**src/rtl/noc_route_split.sv**
```systemverilog
`default_nettype none
// ============================================================================
// Module   : noc_route_split
// Purpose  : Input-port splitter for a 4x4 mesh NoC router. Buffers incoming
//            11-bit flits in a small FIFO and XY-routes the head flit to one
//            of five outputs (east, west, north, south, local core). For each
//            flit it first sends a requester-ID token to the chosen output's
//            arbiter, then presents the flit to that output's merge.
// Ports    : clk, rst_n           - clock, asynchronous active-low reset
//            in_data/valid/ready  - upstream flit link ([10:7] dest {y,x})
//            out_data/valid/ready - flit to merges (valid one-hot per output)
//            ctl_data/valid/ready - token (PORT_ID) to arbiters (one-hot)
//            idle                 - FIFO empty and no flit in flight
//            stat_cnt             - five 16-bit saturating delivery counters,
//                                   [15:0]=east .. [79:64]=core (only when
//                                   ROUTE_STATS_EN is defined)
// Options  : `define ROUTE_STATS_EN to add the delivery counters.
// Revision : 1.0 - initial release
// ============================================================================
module noc_route_split #(
  parameter logic [3:0] MY_ADDR = 4'd0,
  parameter logic [2:0] PORT_ID = 3'b000,
  parameter int         DEPTH   = 4
) (
  input  logic        clk,
  input  logic        rst_n,
  input  logic [10:0] in_data,
  input  logic        in_valid,
  output logic        in_ready,
  output logic [10:0] out_data,
  output logic [4:0]  out_valid,
  input  logic [4:0]  out_ready,
  output logic [2:0]  ctl_data,
  output logic [4:0]  ctl_valid,
  input  logic [4:0]  ctl_ready,
  output logic        idle
`ifdef ROUTE_STATS_EN
  ,
  output logic [79:0] stat_cnt
`endif
);

  localparam int               PTR_W  = (DEPTH > 1) ? $clog2(DEPTH) : 1;
  localparam int               CNT_W  = $clog2(DEPTH + 1);
  localparam logic [CNT_W-1:0] C_FULL = CNT_W'(DEPTH);
  localparam logic [CNT_W-1:0] C_ONE  = CNT_W'(1);

  typedef enum logic [1:0] {
    S_IDLE = 2'd0,
    S_TOK  = 2'd1,
    S_DATA = 2'd2
  } state_t;

  // XY dimension-order routing: X is resolved completely before Y.
  // Result is one-hot: [0]=east [1]=west [2]=north [3]=south [4]=core.
  function automatic logic [4:0] route(input logic [3:0] dest);
    logic [4:0] dir;
    if (dest[1:0] > MY_ADDR[1:0])      dir = 5'b00001;
    else if (dest[1:0] < MY_ADDR[1:0]) dir = 5'b00010;
    else if (dest[3:2] > MY_ADDR[3:2]) dir = 5'b00100;
    else if (dest[3:2] < MY_ADDR[3:2]) dir = 5'b01000;
    else                               dir = 5'b10000;
    return dir;
  endfunction

  // --------------------------------------------------------------------------
  // FIFO
  // --------------------------------------------------------------------------
  logic [10:0]      mem_q [DEPTH];
  logic [PTR_W-1:0] wr_ptr_q, wr_ptr_d;
  logic [PTR_W-1:0] rd_ptr_q, rd_ptr_d;
  logic [CNT_W-1:0] count_q, count_d;
  logic             push;
  logic             pop;
  logic [PTR_W-1:0] rd_ptr_nxt;
  logic [10:0]      head;
  logic [10:0]      next_head;

  assign in_ready   = (count_q != C_FULL);
  assign push       = in_valid && in_ready;
  assign head       = mem_q[rd_ptr_q];
  assign rd_ptr_nxt = rd_ptr_q + PTR_W'(1);
  // Head after the current pop. With only one entry left, the new head can
  // only be a flit being pushed in this same cycle, which is not yet in mem.
  assign next_head  = (count_q > C_ONE) ? mem_q[rd_ptr_nxt] : in_data;

  always_comb begin
    wr_ptr_d = wr_ptr_q;
    rd_ptr_d = rd_ptr_q;
    count_d  = count_q;
    if (push) wr_ptr_d = wr_ptr_q + PTR_W'(1);
    if (pop)  rd_ptr_d = rd_ptr_nxt;
    case ({push, pop})
      2'b10:   count_d = count_q + C_ONE;
      2'b01:   count_d = count_q - C_ONE;
      default: count_d = count_q;
    endcase
  end

  always_ff @(posedge clk) begin
    if (push) mem_q[wr_ptr_q] <= in_data;
  end

  always_ff @(posedge clk or negedge rst_n) begin
    if (!rst_n) begin
      wr_ptr_q <= '0;
      rd_ptr_q <= '0;
      count_q  <= '0;
    end else begin
      wr_ptr_q <= wr_ptr_d;
      rd_ptr_q <= rd_ptr_d;
      count_q  <= count_d;
    end
  end

  // --------------------------------------------------------------------------
  // Dispatch FSM: token first, then data. The head flit stays in the FIFO
  // until its data handshake; flit_q/dir_q hold a stable copy for output.
  // --------------------------------------------------------------------------
  state_t      state_q, state_d;
  logic [4:0]  dir_q, dir_d;
  logic [10:0] flit_q, flit_d;

  always_comb begin
    state_d = state_q;
    dir_d   = dir_q;
    flit_d  = flit_q;
    pop     = 1'b0;
    case (state_q)
      S_IDLE: begin
        if (count_q != '0) begin
          flit_d  = head;
          dir_d   = route(head[10:7]);
          state_d = S_TOK;
        end
      end
      S_TOK: begin
        if ((ctl_ready & dir_q) != 5'b0) state_d = S_DATA;
      end
      S_DATA: begin
        if ((out_ready & dir_q) != 5'b0) begin
          pop = 1'b1;
          // Chain straight into the next token when something remains.
          if ((count_q > C_ONE) || push) begin
            flit_d  = next_head;
            dir_d   = route(next_head[10:7]);
            state_d = S_TOK;
          end else begin
            state_d = S_IDLE;
          end
        end
      end
      default: state_d = S_IDLE;
    endcase
  end

  always_ff @(posedge clk or negedge rst_n) begin
    if (!rst_n) begin
      state_q <= S_IDLE;
      dir_q   <= '0;
      flit_q  <= '0;
    end else begin
      state_q <= state_d;
      dir_q   <= dir_d;
      flit_q  <= flit_d;
    end
  end

  // Valids decode straight from state so an async reset drops them at once.
  assign ctl_valid = (state_q == S_TOK)  ? dir_q : 5'b0;
  assign out_valid = (state_q == S_DATA) ? dir_q : 5'b0;
  assign ctl_data  = PORT_ID;
  assign out_data  = flit_q;
  assign idle      = (count_q == '0) && (state_q == S_IDLE);

  // --------------------------------------------------------------------------
  // Optional per-direction delivery counters (saturating)
  // --------------------------------------------------------------------------
`ifdef ROUTE_STATS_EN
  for (genvar i = 0; i < 5; i++) begin : g_stat
    logic [15:0] cnt_q, cnt_d;

    always_comb begin
      cnt_d = cnt_q;
      if (out_valid[i] && out_ready[i] && (cnt_q != 16'hFFFF))
        cnt_d = cnt_q + 16'd1;
    end

    always_ff @(posedge clk or negedge rst_n) begin
      if (!rst_n) cnt_q <= '0;
      else        cnt_q <= cnt_d;
    end

    assign stat_cnt[16*i +: 16] = cnt_q;
  end
`endif

endmodule
`default_nettype wire

```
**config.mk**
```make
export PLATFORM = sky130hd
export DESIGN_NAME = noc_route_split
export DESIGN_NICKNAME = d
export VERILOG_FILES = /design/src/rtl/noc_route_split.sv
export SDC_FILE = /design/constraint.sdc
export NUM_CORES = 1
export LEC_CHECK = 0
export CAP_MARGIN = 10
export CORE_ASPECT_RATIO = 0.7
export CORE_MARGIN = 2
export CORE_UTILIZATION = 50
export DETAILED_ROUTE_END_ITERATION = 7
export PLACE_DENSITY = 0.74
export SYNTH_ARGS = -nofsm -noshare
export SYNTH_HDL_FRONTEND = slang
export SYNTH_SLANG_ARGS = --single-unit
```
**constraint.sdc**
```tcl
create_clock -name clk -period 2.35 [get_ports clk]
set_clock_uncertainty 0.1 [all_clocks]
set_input_delay 0.47 -clock clk [delete_from_list [all_inputs] [get_ports clk]]
set_output_delay 0.47 -clock clk [all_outputs]
set_load 0.02 [all_outputs]
```
==> results of run 1 <==
flip-flops by register name (all words and copies together) (netlist names):
register	flops
mem_q	44
dir_q	3
out_data	11
wr_ptr_q	2
count_q	3
state_q	2
rd_ptr_q	2
cell type report:
type                            count  area, sq um  share of cell area
Clock buffer                       10          128              0.0303
Tap cell                           94          118              0.0279
Timing Repair Buffer               62          577               0.137
Clock inverter                      6         90.1              0.0214
Sequential cell                    67         1900               0.450
Multi-Input combinational cell    144         1380               0.326
Inverter                            8         30.0             0.00712
power breakdown:
group / switching [mW] / total, mW / leakage, nW / internal (mW)
Clock: 0.436 / 1.03 / 0.106 / 0.599
Sequential: 0.250 / 1.89 / 0.676 / 1.64
Combinational: 1.28 / 2.67 / 0.925 / 1.39
cells by family (layout without fill, tap and decap cells):
| family | count (synthesis) | after routing | synth area share |
|---|---|---|---|
| AO/OA/AOI/OAI | 40 | 40 | 0.0800 |
| XOR/XNOR | 6 | 6 | 0.0153 |
| adder cells (fa/ha/maj) | 9 | 9 | 0.0329 |
| buffers and inverters | 28 | 86 | 0.0544 |
| flip-flops | 67 | 67 | 0.554 |
| multiplexers | 36 | 36 | 0.196 |
| other | 1 | 7 | 0.00109 |
| AND/OR/NAND/NOR | 46 | 46 | 0.0665 |
cell usage in the layout (no fill, tap or decap), types with 2 or more instances in the layout:
| master | Yosys | layout |
|---|---|---|
| dfrtp_1 | 23 | 21 |
| conb_1 | 1 | 7 |
| nor2b_1 | 5 | 4 |
| a21o_1 | 7 | 7 |
| and3_1 | 4 | 4 |
| a211oi_1 | 8 | 8 |
| a222oi_1 | 2 | 2 |
| dfrtp_2 | 0 | 2 |
| dlymetal6s2s_1 | 0 | 4 |
| and2_1 | 6 | 6 |
| clkdlybuf4s50_1 | 0 | 32 |
| buf_4 | 8 | 23 |
| ha_1 | 9 | 9 |
| mux2i_1 | 9 | 9 |
| mux2_2 | 4 | 4 |
| edfxtp_1 | 44 | 44 |
| clkbuf_8 | 0 | 9 |
| mux4_1 | 8 | 8 |
| nor2_1 | 19 | 18 |
| nand2_1 | 8 | 8 |
| mux4_2 | 14 | 14 |
| clkinv_4 | 0 | 2 |
| a21oi_1 | 7 | 7 |
| xnor2_1 | 5 | 5 |
| bufinv_16 | 0 | 2 |
| o21ai_0 | 6 | 6 |
| o22ai_1 | 3 | 3 |
| inv_1 | 8 | 8 |
through the flow:
stage               std cells   util  worst slack [ns]  TNS, ns
finish                    391  0.630            0.0812        0
global route              391  0.630           0.00622        0
CTS                       391  0.628          0.000721        0
detailed placement        375  0.596           -0.0857   -0.195
global placement          375  0.596            -0.115   -0.288
floorplan                 239      -             0.303        0
critical path: stages (launching register included):
cell and delay [ns]:
dfrtp_2 0.46, nor2b_2 0.17, and2_1 0.14, clkdlybuf4s50_1 0.59
timing repair:
item | in CTS | in global routing
endpoints found under the hold margin | 0 | 0
resized for setup | 4 | 9
endpoints found under the setup margin | 6 | 10
layer usage:
metal | track usage | wire (microns)
met5 | 0 | 0
met4 | 0.0716 | 100
met3 | 0.0752 | 507
met2 | 0.274 | 2870
met1 | 0.263 | 2960
path summary, 6_finish.rpt:
check	startpoint	endpoint	depth (start not counted)
max	state_q[0]	out_valid[4]	3
min	rst_n	out_data[7]	2
max reg2reg	count_q[0]	dir_q[4]	6
min reg2reg	out_data[7]	out_data[7]	2
max in group asynchronous	rst_n	state_q[0]	2
min in group clk	out_data[7]	out_data[7]	2
==> impl_metrics.env, run 1 <==
export IMPL_synth_most_common_cell="edfxtp_1"
export IMPL_avgSynthCellArea_sq_um=14.7
export IMPL_port_buffers=38
export IMPL_core_area_sq_mm=0.00669
export IMPL_clockBufferDepth=2
export IMPL_cts_hold_buf=0
export IMPL_crit_fanout=7
export IMPL_cp_start_kind="flop"
export IMPL_pwr_density_cell_mw_per_mm2=1330
export IMPL_finalCriticalPeriod_ns=2.27
export IMPL_nets=325
export IMPL_grt_pass1_wl_mm=10.3
export IMPL_place_area_sq_mm=0.00399
export IMPL_antenna_found_initial=0
export IMPL_avgViaCountPerCell=5.38
export IMPL_yosysWarnings=0
export IMPL_drive_gt1_frac=0.219
export IMPL_core_rowCount=25
export IMPL_whs_ns=0.380
export IMPL_yosys_area_top_type_share=0.386
export IMPL_ir_worst_vdd_mv=0.453
export IMPL_power_total_mw=5.59
export IMPL_root_buffer="clkbuf_8"
export IMPL_clkTransAtPathRegs_ns=0.08
export IMPL_grt_overflow_total=0
export IMPL_dr_first_iter_drc_count=83
export IMPL_yosys_area_top_type="edfxtp_1"
export IMPL_synthArstFlopShare=0.343
export IMPL_area_delta_synth_final_pct=23.1
export IMPL_die_width_microns=103
export IMPL_postCtsSetupBuffers=0
export IMPL_drv_slew=0
export IMPL_setup_viol=0
export IMPL_initial_core_util=0.512
export IMPL_worst_setup_path_end_kind="output pin"
export IMPL_gp_congestion=0.813
export IMPL_ff2ff_setup_slack_ns=0.21
export IMPL_routed_wl_mm=6.44
export IMPL_wl_per_cell_microns=16.5
export IMPL_drc=0
export IMPL_die_area_sq_mm=0.00754
export IMPL_synth_edf_count=44
export IMPL_ys_seq_area_frac=0.554
export IMPL_ys_ff_latch=67
export IMPL_ioPinCount=50
export IMPL_status="finished clean"
export IMPL_synth_cell_type_count=39
export IMPL_maxCapViolCount=0
export IMPL_syn_area_sq_mm=0.00343
export IMPL_numCtsBuffers=9
export IMPL_hold_class="primary input to asynchronous set/reset pin"
export IMPL_synthTopCellsByCount="44 x edfxtp_1, 23 x dfrtp_1, 19 x nor2_1, 14 x mux4_2"
export IMPL_fill_cells=522
export IMPL_grt_start_max_net_pins=24
export IMPL_cp_required_ns=1.78
export IMPL_rsz0062_at_grt="false"
export IMPL_hpwl_mm=4.59
export IMPL_grt_pass1_vias=1979
export IMPL_fp_dieH_microns=73.3
export IMPL_max_freq_mhz=441
export IMPL_synth_flop_cell="edfxtp_1"
export IMPL_critical_path_class="flop to output pin"
export IMPL_drt_pass1_iter_count=7
export IMPL_num_vias=2105
export IMPL_syn_inst=233
export IMPL_cp_arrival_ns=1.70
export IMPL_diodes=0
export IMPL_period_share=0.965
export IMPL_final_antenna_net_count=0
export IMPL_ys_top_cells_by_area="edfxtp_1 39%, dfrtp_1 17%, mux4_2 9.2%"
export IMPL_grtUsageTotal=0.190
export IMPL_clkLatencyLatePin_ns=0.34
export IMPL_fin_area_sq_mm=0.00422
export IMPL_cts_tree="built"
export IMPL_clock_sinks=67
export IMPL_p_leak_nw=1.71
export IMPL_hold_violations=0
export IMPL_htreeDepth=3
Note: power is estimated with default switching activity, not from simulation.
==> inputs of run 2 (changes only) <==
--- a/config.mk
+++ b/config.mk
@@ -8,9 +8,9 @@
 export CAP_MARGIN = 10
 export CORE_ASPECT_RATIO = 0.7
 export CORE_MARGIN = 2
-export CORE_UTILIZATION = 50
+export CORE_UTILIZATION = 25
+export CTS_CLUSTER_DIAMETER = 200
 export DETAILED_ROUTE_END_ITERATION = 7
-export PLACE_DENSITY = 0.74
 export SYNTH_ARGS = -nofsm -noshare
 export SYNTH_HDL_FRONTEND = slang
 export SYNTH_SLANG_ARGS = --single-unit
==> impl_metrics.env, run 2 (same netlist as run 1, synthesis figures left out) <==
export IMPL_finalCriticalPeriod_ns=2.27
export IMPL_clkTransAtPathRegs_ns=0.05
export IMPL_grt_overflow_total=0
export IMPL_numCtsBuffers=9
export IMPL_seqPwrFrac=0.318
export IMPL_status="finished clean"
export IMPL_gp_congestion=0.781
export IMPL_die_width_microns=144
export IMPL_worst_setup_path_end_kind="output pin"
export IMPL_period_share=0.968
export IMPL_diodes=0
export IMPL_hold_class="flop to flop"
export IMPL_num_vias=2087
export IMPL_multi_input_area_sq_mm=0.00138
export IMPL_drt_pass1_iter_count=4
export IMPL_global_route_usage_met1=0.145
export IMPL_cp_arrival_ns=1.70
export IMPL_initial_core_util=0.258
export IMPL_fp_dieH_microns=102
export IMPL_ioPinCount=50
export IMPL_seq_area_sq_mm=0.00190
export IMPL_intPower_mw=3.88
export IMPL_combPwrFrac=0.464
export IMPL_rsz0062_at_grt="true"
export IMPL_cp_required_ns=1.78
export IMPL_met2_usage=0.152
export IMPL_htreeDepth=3
export IMPL_root_buffer="clkbuf_16"
export IMPL_avgViaCountPerCell=4.36
export IMPL_tns_ns=0
export IMPL_dr_first_iter_drc_count=109
export IMPL_largest_register="mem_q"
export IMPL_drv_slew=0
export IMPL_wl_per_cell_microns=15.1
export IMPL_final_antenna_net_count=0
export IMPL_hold_violations=0
export IMPL_cts_tree="built"
export IMPL_port_buffers=38
export IMPL_drive_gt1_frac=0.204
export IMPL_nets=322
export IMPL_setup_viol=0
export IMPL_cp_start_kind="flop"
export IMPL_core_area_sq_mm=0.0133
export IMPL_ir_worst_vdd_mv=0.422
export IMPL_hpwl_mm=5.16
export IMPL_critical_path_class="flop to output pin"
export IMPL_p_sw_mw=2.07
export IMPL_max_freq_mhz=440
export IMPL_routed_wl_mm=7.23
export IMPL_grt_pass1_vias=2071
export IMPL_pwr_density_cell_mw_per_mm2=1350
export IMPL_use_met3=0.0389
export IMPL_core_rowCount=35
export IMPL_most_common_layout_cells="44 x edfxtp_1, 31 x clkdlybuf4s50_1, 21 x dfrtp_1"
export IMPL_drc=0
export IMPL_area_delta_synth_final_pct=29.0
export IMPL_fill_cells=1304
export IMPL_p_sw_frac=0.349
export IMPL_p_leak_nw=1.76
export IMPL_busiest_layer="met2"
export IMPL_clock_sinks=67
export IMPL_postCtsSetupBuffers=0
export IMPL_layout_commonest_cell="edfxtp_1"
export IMPL_largest_reg_flops=44
export IMPL_clkLatencyLatePin_ns=0.34
export IMPL_maxCapViolCount=0
export IMPL_crit_fanout=3
export IMPL_grtUsageTotal=0.107
export IMPL_antenna_found_initial=0
export IMPL_die_area_sq_mm=0.0147
export IMPL_grt_pass1_wl_mm=11.3
export IMPL_power_total_mw=5.95
export IMPL_grt_start_max_net_pins=24
export IMPL_clockBufferDepth=2
export IMPL_clkPwrFrac=0.219
-- run 2: power groups by stage --
stage               logic [mW]  registers [mW]  clock network, mW
detailed placement        2.77            1.90                  0
global route              3.02            1.95               1.38
finish                    2.76            1.89               1.30
CTS                       2.78            1.89               1.35
floorplan                 1.85            1.93                  0
global placement          2.73            1.88                  0
-- run 2: critical path, cell delays in order, from the launching register on --
cell	delay, ns
dfrtp_1	0.39
inv_1	0.10
ha_1	0.17
nor4b_2	0.32
dlygate4sd2_1	0.39
-- run 2: per-layer routing --
metal | share of wire | vias to the layer above
met2 | 0.42 | 68
met3 | 0.074 | 12
met5 | 0 | -
li1 | - | 986
met1 | 0.49 | 1021
met4 | 0.020 | 0
-- run 2: per-stage QoR --
| step | setup slack, ns | util | cell area (sq um) | hold slack, ns | instances |
|---|---|---|---|---|---|
| after floorplan | 0.303 | - | 3450 | 0.0744 | 239 |
| after global placement | -0.0669 | 0.309 | 4110 | 0.366 | 463 |
| after detailed placement | -0.129 | 0.309 | 4110 | 0.373 | 463 |
| after CTS | 0.0248 | 0.332 | 4400 | 0.385 | 479 |
| after global routing | -0.0501 | 0.333 | 4420 | 0.401 | 479 |
| final | 0.0759 | 0.333 | 4420 | 0.377 | 479 |
-- run 2: worst paths after layout --
check / depth (start not counted) / end / from / slack (ns)
hold reg to reg: 1 / out_data[2] / out_data[2] / 0.38
setup reg to reg: 8 / out_data[3] / count_q[1] / 0.19
hold / removal: 1 / out_data[2] / out_data[2] / 0.38
max in group asynchronous: 2 / state_q[1] / rst_n / 1.48
setup / recovery: 4 / idle / count_q[0] / 0.08
min in group asynchronous: 2 / wr_ptr_q[1] / rst_n / 0.40
-- run 2: timing repair --
action | 4_1_cts | 5_1_grt
resized for setup | 5 | 6
hold buffers | 0 | 0
endpoints found under the setup margin | 6 | 7
-- run 2: final cells by class --
cell class	instances	area share
clock buffers	9	0.0510
clock inverters	7	0.0153
inverters	8	0.00680
multi-input cells	144	0.312
flip-flops and latches	67	0.430
well taps	185	0.0524
repair buffers	59	0.133
